File: config.mk
export PLATFORM = sky130hd
export DESIGN_NAME = dp_ram_be
export DESIGN_NICKNAME = d
export VERILOG_FILES = /design/src/rtl/dp_ram_pkg.sv /design/src/rtl/dp_ram_port_out.sv /design/src/rtl/dp_ram_be.sv
export SDC_FILE = /design/constraint.sdc
export NUM_CORES = 1
export LEC_CHECK = 0
export ABC_CLOCK_PERIOD_IN_PS = 2550
export BUFFER_PORTS_ARGS = -buffer_cell sky130_fd_sc_hd__buf_2
export CAP_MARGIN = 20
export CORE_ASPECT_RATIO = 1.75
export CORE_MARGIN = 1
export CORE_UTILIZATION = 55
export DETAILED_ROUTE_END_ITERATION = 8
export GPL_TIMING_DRIVEN = 0
export PLACE_DENSITY = 0.79
export SYNTH_ARGS = -nofsm -noshare
export SYNTH_HDL_FRONTEND = slang
export SYNTH_SLANG_ARGS = --single-unit
export TNS_END_PERCENT = 20
File: constraint.sdc
create_clock -name clk -period 2.55 [get_ports clk]
set_input_delay 0.255 -clock clk [delete_from_list [all_inputs] [get_ports clk]]
set_output_delay 0.255 -clock clk [all_outputs]
set_load 0.01 [all_outputs]
File: src/rtl/dp_ram_pkg.sv
// rtl/dp_ram_pkg.sv - shared types, constants and helpers for dp_ram_be
package dp_ram_pkg;

    typedef enum logic {
        READ_FIRST  = 1'b0,
        WRITE_FIRST = 1'b1
    } read_mode_e;

    localparam int CNT_W = 16;

    // Address width for a given depth; a single-word RAM still needs one bit.
    function automatic int addr_w(input int depth);
        return (depth > 1) ? $clog2(depth) : 1;
    endfunction

endpackage

File: src/rtl/dp_ram_port_out.sv
// rtl/dp_ram_port_out.sv - per-port read data / valid pipeline with optional output register
module dp_ram_port_out
    import dp_ram_pkg::*;
#(
    parameter int WIDTH   = 16,
    parameter int OUT_REG = 0
) (
    input  logic             clk,
    input  logic             rst_n,
    input  logic             rd_req,
    input  logic             in_range,
    input  logic [WIDTH-1:0] rd_word,
    output logic [WIDTH-1:0] data_out,
    output logic             valid
);

    logic             s1_valid;
    logic [WIDTH-1:0] s1_data;

    // First stage: capture the read word (zero for out-of-range) and hold it between reads
    always_ff @(posedge clk or negedge rst_n) begin
        if (!rst_n) begin
            s1_valid <= 1'b0;
            s1_data  <= '0;
        end else begin
            s1_valid <= rd_req;
            if (rd_req) begin
                s1_data <= in_range ? rd_word : '0;
            end
        end
    end

    generate
        if (OUT_REG != 0) begin : g_out_reg
            logic             s2_valid;
            logic [WIDTH-1:0] s2_data;

            // Second stage: delay by one more cycle; reset drops any read still in flight
            always_ff @(posedge clk or negedge rst_n) begin
                if (!rst_n) begin
                    s2_valid <= 1'b0;
                    s2_data  <= '0;
                end else begin
                    s2_valid <= s1_valid;
                    if (s1_valid) begin
                        s2_data <= s1_data;
                    end
                end
            end

            assign data_out = s2_data;
            assign valid    = s2_valid;
        end else begin : g_out_direct
            assign data_out = s1_data;
            assign valid    = s1_valid;
        end
    endgenerate

endmodule

File: src/rtl/dp_ram_be.sv
// rtl/dp_ram_be.sv - true dual-port RAM with byte enables, read-during-write mode and collision counter
module dp_ram_be
    import dp_ram_pkg::*;
#(
    parameter  int DEPTH     = 8,
    parameter  int WIDTH     = 16,
    parameter  int READ_MODE = 0,
    parameter  int OUT_REG   = 0,
    localparam int ADDR_W    = addr_w(DEPTH),
    localparam int BE_W      = WIDTH / 8
) (
    input  logic              clk,
    input  logic              rst_n,

    input  logic              en_a,
    input  logic              w_en_a,
    input  logic [BE_W-1:0]   be_a,
    input  logic [ADDR_W-1:0] addr_a,
    input  logic [WIDTH-1:0]  data_in_a,
    output logic [WIDTH-1:0]  data_out_a,
    output logic              valid_a,

    input  logic              en_b,
    input  logic              w_en_b,
    input  logic [BE_W-1:0]   be_b,
    input  logic [ADDR_W-1:0] addr_b,
    input  logic [WIDTH-1:0]  data_in_b,
    output logic [WIDTH-1:0]  data_out_b,
    output logic              valid_b,

    output logic              collision,
    output logic [CNT_W-1:0]  collision_cnt
);

    localparam bit WR_FIRST = (READ_MODE == int'(WRITE_FIRST));
    localparam logic [CNT_W-1:0] CNT_MAX = {CNT_W{1'b1}};

    logic [WIDTH-1:0] mem [DEPTH];

    logic             in_range_a, in_range_b;
    logic             wr_a, wr_b, rd_a, rd_b;
    logic             same_addr, coll_now;
    logic [WIDTH-1:0] cur_a, cur_b;
    logic [WIDTH-1:0] merged_a, merged_b;
    logic [WIDTH-1:0] rd_word_a, rd_word_b;

    assign in_range_a = 32'(addr_a) < 32'(DEPTH);
    assign in_range_b = 32'(addr_b) < 32'(DEPTH);

    // Out-of-range writes are dropped here so they never touch memory or count as collisions
    assign wr_a = en_a & w_en_a & in_range_a;
    assign wr_b = en_b & w_en_b & in_range_b;
    assign rd_a = en_a & ~w_en_a;
    assign rd_b = en_b & ~w_en_b;

    assign same_addr = (addr_a == addr_b);
    assign coll_now  = wr_a & wr_b & same_addr & (|(be_a & be_b));

    // Byte-lane writes; port A is applied last so it owns any byte both ports enable
    always_ff @(posedge clk) begin
        for (int i = 0; i < BE_W; i++) begin
            if (wr_b && be_b[i]) begin
                mem[addr_b][8*i +: 8] <= data_in_b[8*i +: 8];
            end
            if (wr_a && be_a[i]) begin
                mem[addr_a][8*i +: 8] <= data_in_a[8*i +: 8];
            end
        end
    end

    assign cur_a = mem[addr_a];
    assign cur_b = mem[addr_b];

    // Word at addr_a as it will look after this edge's writes (A wins over B per byte)
    always_comb begin
        merged_a = cur_a;
        for (int i = 0; i < BE_W; i++) begin
            if (wr_b && same_addr && be_b[i]) begin
                merged_a[8*i +: 8] = data_in_b[8*i +: 8];
            end
            if (wr_a && be_a[i]) begin
                merged_a[8*i +: 8] = data_in_a[8*i +: 8];
            end
        end
    end

    // Word at addr_b as it will look after this edge's writes (A wins over B per byte)
    always_comb begin
        merged_b = cur_b;
        for (int i = 0; i < BE_W; i++) begin
            if (wr_b && be_b[i]) begin
                merged_b[8*i +: 8] = data_in_b[8*i +: 8];
            end
            if (wr_a && same_addr && be_a[i]) begin
                merged_b[8*i +: 8] = data_in_a[8*i +: 8];
            end
        end
    end

    assign rd_word_a = WR_FIRST ? merged_a : cur_a;
    assign rd_word_b = WR_FIRST ? merged_b : cur_b;

    dp_ram_port_out #(
        .WIDTH   (WIDTH),
        .OUT_REG (OUT_REG)
    ) u_port_out_a (
        .clk      (clk),
        .rst_n    (rst_n),
        .rd_req   (rd_a),
        .in_range (in_range_a),
        .rd_word  (rd_word_a),
        .data_out (data_out_a),
        .valid    (valid_a)
    );

    dp_ram_port_out #(
        .WIDTH   (WIDTH),
        .OUT_REG (OUT_REG)
    ) u_port_out_b (
        .clk      (clk),
        .rst_n    (rst_n),
        .rd_req   (rd_b),
        .in_range (in_range_b),
        .rd_word  (rd_word_b),
        .data_out (data_out_b),
        .valid    (valid_b)
    );

    // Collision pulse and saturating counter, both updated on the colliding edge
    always_ff @(posedge clk or negedge rst_n) begin
        if (!rst_n) begin
            collision     <= 1'b0;
            collision_cnt <= '0;
        end else begin
            collision <= coll_now;
            if (coll_now && (collision_cnt != CNT_MAX)) begin
                collision_cnt <= collision_cnt + CNT_W'(1);
            end
        end
    end

endmodule

# After elaboration in Yosys (flattened, before gate mapping)
# Memory sizes are Yosys's and may differ from the RTL's. A register that Yosys moved wholly into a read port is not among the register bits.
# Cells that the tools add are included.
# totals
memories	1
wordCells	34
in_bits	48
register_bits	19
mem_bits_rw	128
# classes
n_reduce_logical	8
bitwise_logic	10
add_sub_neg	1
mux	8
eq_ne	2
# memory_table
memory	words	width	read_ports	rd_ports_with_merged_regs	wr	line_no	text
mem	8	16	2	2	2	dp_ram_be.sv:38	logic [WIDTH-1:0] mem [DEPTH];
# op_table
operator	n
adder 16 x 1 -> 16 bit (second input constant)	1
inequality test 16 bit (second input constant)	1
2-to-1 mux 1 bit	8
AND 1 bit	7
logical AND 1 bit	5
== test 3 bit	1
AND 2 bit	1
zero test 1 bit	2
NOT 1 bit	2
OR reduction 2 bit	1

# Depth between registers and ports, before layout
# Gate-level depths: netlist of run 1.
# logic_depth
ltp_word	5
ltp_mapped	8
depth_no_buf	6

# By module
# Synthesis of run 1 repeated with hierarchy kept, for this count alone.
# hier_totals
hier_cells	786
area_unflattened_um2	9945.8
# by_module_without_submodules
mod	n_inst	cells_per_inst	area_per_inst_um2
dp_ram_be	1	648	8584.5
dp_ram_port_out	2	69	680.7

# Least setup slack after synthesis of run 1
# No wires, ideal clock.
# synth_path
path_kind	in2reg
from	in addr_b[2]
to	mem mem[3][0] (enable)
t_arrival_ns	1.735
stages	5
setup_slack_ns	0.427
cell_sequence	clkbuf_1 buf_2 buf_2 buf_2 o32ai_1
# synth_lines
element	line_no	text
start, declared	dp_ram_be.sv:26	input logic [ADDR_W-1:0] addr_b,
end, declared	dp_ram_be.sv:38	

==> results of run 1 <==
==> final cells by class <==
type,count,area share
Sequential cell,179,0.452
Inverter,3,0.000995
Clock buffer,21,0.0427
Multi-Input combinational cell,534,0.402
Tap cell,231,0.0255
Buffer,49,0.0196
Timing Repair Buffer,103,0.0489
Clock inverter,11,0.00796
==> how the worst min path moves through the flow <==
| stage | startpoint | to | cells after the start | slack, ns |
|---|---|---|---|---|
| after floorplan | rst_n | collision | 0 | -0.04 |
| after global placement | collision_cnt[11] | collision_cnt[11] | 1 | 0.48 |
| after detailed placement | rst_n | u_port_out_a.data_out[1] | 1 | 0.20 |
| after CTS | data_in_a[12] | mem[0][12] | 2 | 0.21 |
| after global routing | data_in_b[7] | mem[1][7] | 2 | 0.22 |
| final | data_in_a[12] | mem[6][12] | 2 | 0.22 |
==> power groups by stage <==
| stage | Clock, W | Combinational [W] | Sequential, W |
|---|---|---|---|
| 2_1_floorplan | 0 | 0.000480 | 0.00342 |
| 3_3_place_gp | 0 | 0.000887 | 0.00340 |
| 3_5_place_dp | 0 | 0.000913 | 0.00340 |
| 4_1_cts | 0.00259 | 0.000921 | 0.00334 |
| 5_1_grt | 0.00270 | 0.00102 | 0.00335 |
| 6_report | 0.00259 | 0.000968 | 0.00334 |
==> through the flow <==
step | setup slack (ns) | utilization | instances | total power, W
after floorplan | 0.427 | - | 765 | 0.00390
after global routing | 0.0756 | 0.648 | 1131 | 0.00707
final | 0.0216 | 0.648 | 1131 | 0.00690
after CTS | -0.387 | 0.644 | 1129 | 0.00685
after global placement | -0.875 | 0.605 | 1090 | 0.00429
after detailed placement | -0.836 | 0.609 | 1096 | 0.00431
==> worst max-delay path: stages <==
cell,delay [ns]
clkbuf_2,0.22
buf_2,0.38
clkbuf_1,0.70
o21ai_0,0.31
a221oi_1,0.77
a21oi_1,0.16
==> cells by family (layout without fill, tap and decap cells) <==
group	Yosys count	in the layout	synth area share
AO/OA/AOI/OAI	152	152	0.103
XOR/XNOR	17	17	0.0167
adder cells (fa/ha/maj)	1	1	0.00128
buffers and inverters	52	187	0.0234
flip-flops	179	179	0.523
multiplexers	199	199	0.243
AND/OR/NAND/NOR	165	165	0.0898
==> sequential cells by signal, indices dropped and copies added, names as in the netlist <==
signal / count
collision_cnt: 16
u_port_out_b.valid: 1
collision: 1
u_port_out_a.data_out: 16
u_port_out_b.data_out: 16
u_port_out_a.valid: 1
mem: 128
==> Yosys cell counts (4+ instances only) <==
cell type	count
o22a_1	10
nor2_2	12
buf_2	15
a22o_1	8
clkbuf_1	30
mux2_2	149
nor2b_1	13
o211ai_1	7
mux2i_1	34
dfrtp_1	51
a22oi_1	16
a221oi_1	18
a31oi_1	11
and3_1	6
nand2_1	36
nand3_1	11
nand4_1	11
edfxtp_1	128
nor3_1	4
mux4_2	16
o22ai_1	10
xnor2_1	13
a21oi_1	34
and2_1	4
nor2_1	45
o21ai_0	29
==> metal layers <==
layer,global-route usage,share of wire,up-vias
met5,0,0,-
met3,0.101,0.097,219
met1,0.393,0.31,3739
li1,-,-,3222
met4,0.355,0.11,0
met2,0.614,0.48,588
==> repair_timing <==
action                                  in CTS  in global routing
hold buffers                                 1                  0
hold endpoints to repair                    11                  0
resized for setup                            5                 14
endpoints found under the setup margin      72                 69
==> flow_summary.yaml, run 1 <==
critical_path:
  r2r_slack_ns: 0.54
  cp-endpoint: "u_port_out_b.data_out[5]"
  critPathRequiredTime_ns: 2.84
  regToRegEndpoint: "u_port_out_b.data_out[0]"
  crit_path_max_fanout: 10
  cp-startpoint: "addr_b[2]"
  start_kind: "input port"
  crit_type: "in -> reg"
  end_kind: "flop"
  critical_path_arrival_ns: 2.82
  worstRegToRegCells: 5
  reg2reg_from: "mem[4][0]"
floorplanning:
  start_util: 0.561
  pin_count: 99
  core_area_um2: 17500
  chipWidth_um: 103
  dieHeight_um: 179
  num_rows: 64
  dieArea_um2: 18400
grt:
  grt_pass1_wl_mm: 48.1
  grt_pass1_vias: 7734
  overflow: 0
  grtUsageTotal: 0.381
  grt_antenna_before_repair: 0
  grt_max_degree: 41
route:
  post-route-drc-count: 0
  num_vias: 7768
  wl_mm: 33.5
  initialDrtViolationCount: 991
  first_pass_iters: 9
  ant_nets: 0
  wl_per_cell_um: 29.6
  post_drt_via_cell_ratio: 6.87
timing:
  skew_ns: 0.0100
  slew_headroom: 0.312
  final.setup.tns_ns: 0
  fmax_mhz: 396
  finalSetupViolCount: 0
  drv_slew: 0
  worst-slew-pin-transition_ns: 1.03
  final.min_clock_period_ns: 2.53
  fin_crit_sh: 0.992
  hold_viol: 0
  hold_slack_ns: 0.216
  rsz0062_at_grt: "no"
synthesis:
  avgSynthCellArea_um2: 12.8
  synth_area_um2: 9790
  synth_top_area_share: 0.392
  synth-seq-cells: 179
  synth_top_area_cell: "edfxtp_1"
  synth_cell_type_count: 51
  synthCells: 765
  synth-edff-count: 128
  yosysSeqAreaShare: 0.523
  synth_area_leaders: "edfxtp_1 (39%), mux2_2 (17%), dfrtp_1 (13%)"
  ys_async_sr_fraction: 0.285
  synth_warnings: 0
  ys_dominant_reg_cell: "edfxtp_1"
  syn-num-nets: 814
cts:
  htree_levels: 4
  numCtsBuffers: 17
  cts-root-buf: "clkbuf_16"
  clk_path_buf_depth: 2
  post_cts_buffers: 0
  cts_sinks: 179
  path_clk_slew_ns: 0.07
  clock_latency_ns: 0.44
  cts_tree: "yes"
cells_and_area:
  diodes: 0
  nNetsFinal: 936
  multi_input_area_um2: 4550
  areaGrowthSynthToFinish_pct: 15.6
  fillers: 1418
  post-route-cell-area_um2: 11300
  final_cell_mix: "mux2_2 (149), edfxtp_1 (128), buf_2 (108)"
  final_common_cell: "mux2_2"
  seqCellArea_um2: 5120
  drive_above_1_share: 0.394
power_and_ir_drop:
  cellPowerDensity_nw_per_um2: 609
  p_leak_nw: 4.11
  p_sw_frac: 0.272
  clkPwrFrac: 0.375
  vdd_drop_max_uv: 448
  seqPwrFrac: 0.484
  p_switching_w: 0.00187
  combPwrFrac: 0.140
  p_int_w: 0.00502
status:
  status: "finished clean"
job:
  cap_viol_max_count: 0
placement:
  gp_congestion: 1.02
  place_area_um2: 10600
  hpwl_mm: 24.0
  portBuffers: 94
min_path:
  hp-class: "in -> reg"
No activity file was read; power rests on OpenSTA's default activity.
==> run 2, diff against run 1 <==
--- a/config.mk
+++ b/config.mk
@@ -5,9 +5,10 @@
 export SDC_FILE = /design/constraint.sdc
 export NUM_CORES = 1
 export LEC_CHECK = 0
+export ABC_AREA = 1
 export ABC_CLOCK_PERIOD_IN_PS = 2550
 export BUFFER_PORTS_ARGS = -buffer_cell sky130_fd_sc_hd__buf_2
-export CAP_MARGIN = 20
+export CAP_MARGIN = 40
 export CORE_ASPECT_RATIO = 1.75
 export CORE_MARGIN = 1
 export CORE_UTILIZATION = 55
==> flow_summary.yaml, run 2 <==
placement:
  portBuffers: 97
  place_ws_ns: 0.117
  place_area_um2: 11500
  gp_congestion: 1.01
  hpwl_mm: 27.5
floorplanning:
  chipWidth_um: 107
  pin_count: 99
  dieArea_um2: 19800
  start_util: 0.565
  dieHeight_um: 186
  core_area_um2: 18700
  num_rows: 66
timing:
  slew_headroom: 0.381
  layout_setup_ws_ns: 0.456
  fmax_mhz: 477
  fin_crit_sh: 0.821
  worst-slew-pin-transition_ns: 0.929
  final.min_clock_period_ns: 2.09
  rsz0062_at_grt: "no"
  skew_ns: 0.00901
  drv_slew: 0
  hold_slack_ns: 0.119
  finalSetupViolCount: 0
  hold_viol: 0
route:
  num_vias: 10200
  wl_mm: 34.5
  wl_per_cell_um: 18.7
  post-route-drc-count: 0
  post_drt_via_cell_ratio: 5.54
  met2_length_mm: 17.5
  wl_met1_mm: 12.8
  routed-wl-met3_mm: 2.84
  ant_nets: 0
  initialDrtViolationCount: 1050
  first_pass_iters: 8
  highest_layer: "met4"
synthesis:
  synth-seq-cells: 179
  yosys-top-cells-count: "nand2_1 (745), o21ai_0 (268), edfxtp_1 (128), inv_1 (115), dfrtp_1 (51)"
  synth_top_area_share: 0.363
  synth_area_leaders: "edfxtp_1 (36%), nand2_1 (26%), o21ai_0 (13%)"
  synth_top_area_cell: "edfxtp_1"
  yosysSeqAreaShare: 0.484
  synth-edff-count: 128
  ys_dominant_reg_cell: "edfxtp_1"
  synthCells: 1466
  ys_async_sr_fraction: 0.285
  synth_area_um2: 10600
  synth_warnings: 0
  synth.most_common_cell: "nand2_1"
  syn-num-nets: 1515
  avgSynthCellArea_um2: 7.22
  synth_cell_type_count: 28
cells_and_area:
  fillers: 1691
  nNetsFinal: 1645
  post-route-cell-area_um2: 12100
  diodes: 0
  areaGrowthSynthToFinish_pct: 14.1
  top_register: "mem"
  drive_above_1_share: 0.122
  final_common_cell: "nand2_1"
  largest_reg_flops: 128
  final_cell_mix: "nand2_1 (745), o21ai_0 (268), edfxtp_1 (128)"
cts:
  clk_path_buf_depth: 2
  cts_sinks: 179
  htree_levels: 4
  cts_tree: "yes"
  path_clk_slew_ns: 0.08
  ctsResizeCount: 0
  cts-root-buf: "clkbuf_16"
  post_cts_buffers: 0
  clock_latency_ns: 0.46
  postCtsHoldBufs: 1
  numCtsBuffers: 17
grt:
  grt_pass1_vias: 9626
  overflow: 0
  grt_max_degree: 40
  grt_antenna_before_repair: 0
  grtUsageTotal: 0.363
  grt_pass1_wl_mm: 53.1
critical_path:
  critPathRequiredTime_ns: 2.94
  start_kind: "flop"
  critical_path_arrival_ns: 2.48
  crit_path_max_fanout: 10
  crit_type: "reg -> reg"
  end_kind: "flop"
power_and_ir_drop:
  vdd_drop_max_uv: 547
  p_leak_nw: 5.93
  cellPowerDensity_nw_per_um2: 587
job:
  cap_viol_max_count: 0
status:
  status: "finished clean"
min_path:
  hp-class: "in -> reg"
-- run 2: cell types whose count changed in the layout (fill, tap and decap cells not counted), moves of 17 or more --
cell	change
a221oi_1	-17
inv_1	+112
nor2_1	-22
nand2_1	+709
mux2i_1	-33
o21ai_0	+242
a21oi_1	-34
mux2_2	-149
-- run 2: metal layers --
metal,global-route usage,vias up
met5,0,-
met4,0.166,0
met3,0.0630,94
met2,0.638,570
met1,0.428,4603
li1,-,4958
-- run 2: area by class of cell --
type	count	area [um2]	share of cell area
inverters	118	443	0.0366
clock buffers	18	429	0.0355
flip-flops and latches	179	5120	0.424
clock inverters	14	195	0.0161
multi-input cells	1095	4620	0.382
repair buffers	111	576	0.0476
well taps	238	298	0.0246
plain buffers	74	405	0.0335
-- run 2: kinds of logic (layout without fill, tap and decap cells) --
group	count (synthesis)	in the layout	share of synthesized area
AND/OR/NAND/NOR	813	813	0.299
buffers and inverters	192	335	0.0801
adder cells (fa/ha/maj)	1	1	0.00118
flip-flops	179	179	0.484
AO/OA/AOI/OAI	273	273	0.130
XOR/XNOR	8	8	0.00662
-- run 2: path summary, 6_finish.rpt --
check	from	cells past startpoint	to	slack (ns)
setup / recovery	collision_cnt[0]	8	collision_cnt[13]	0.46
hold / removal	data_in_a[1]	3	mem[5][1]	0.12
setup reg to reg	collision_cnt[0]	8	collision_cnt[13]	0.46
hold reg to reg	u_port_out_b.data_out[12]	2	u_port_out_b.data_out[12]	0.47
max in group asynchronous	rst_n	3	collision_cnt[13]	1.81
min in group asynchronous	rst_n	2	u_port_out_b.data_out[3]	0.22
-- run 2: stage by stage --
stage	total power (W)	TNS, ns	util	instances
2_1_floorplan	0.00391	0	-	1466
3_3_place_gp	0.00429	-5.06	0.607	1801
3_5_place_dp	0.00431	0	0.611	1814
4_1_cts	0.00708	0	0.645	1847
5_1_grt	0.00732	0	0.645	1847
6_report	0.00710	0	0.645	1847
-- run 2: power by group --
| group | total (W) | switching [W] | internal, W |
|---|---|---|---|
| clock | 0.00282 | 0.00124 | 0.00158 |
| sequential | 0.00333 | 0.0000729 | 0.00325 |
| combinational | 0.000951 | 0.000650 | 0.000301 |
-- run 2: critical path, stage by stage, from the launching register on --
cell	delay (ns)
dfrtp_1	0.48
ha_1	0.33
nand3_2	0.22
nor2_2	0.24
nand4_1	0.21
nand2_2	0.25
buf_6	0.18
nand2_1	0.06
nand2_1	0.07
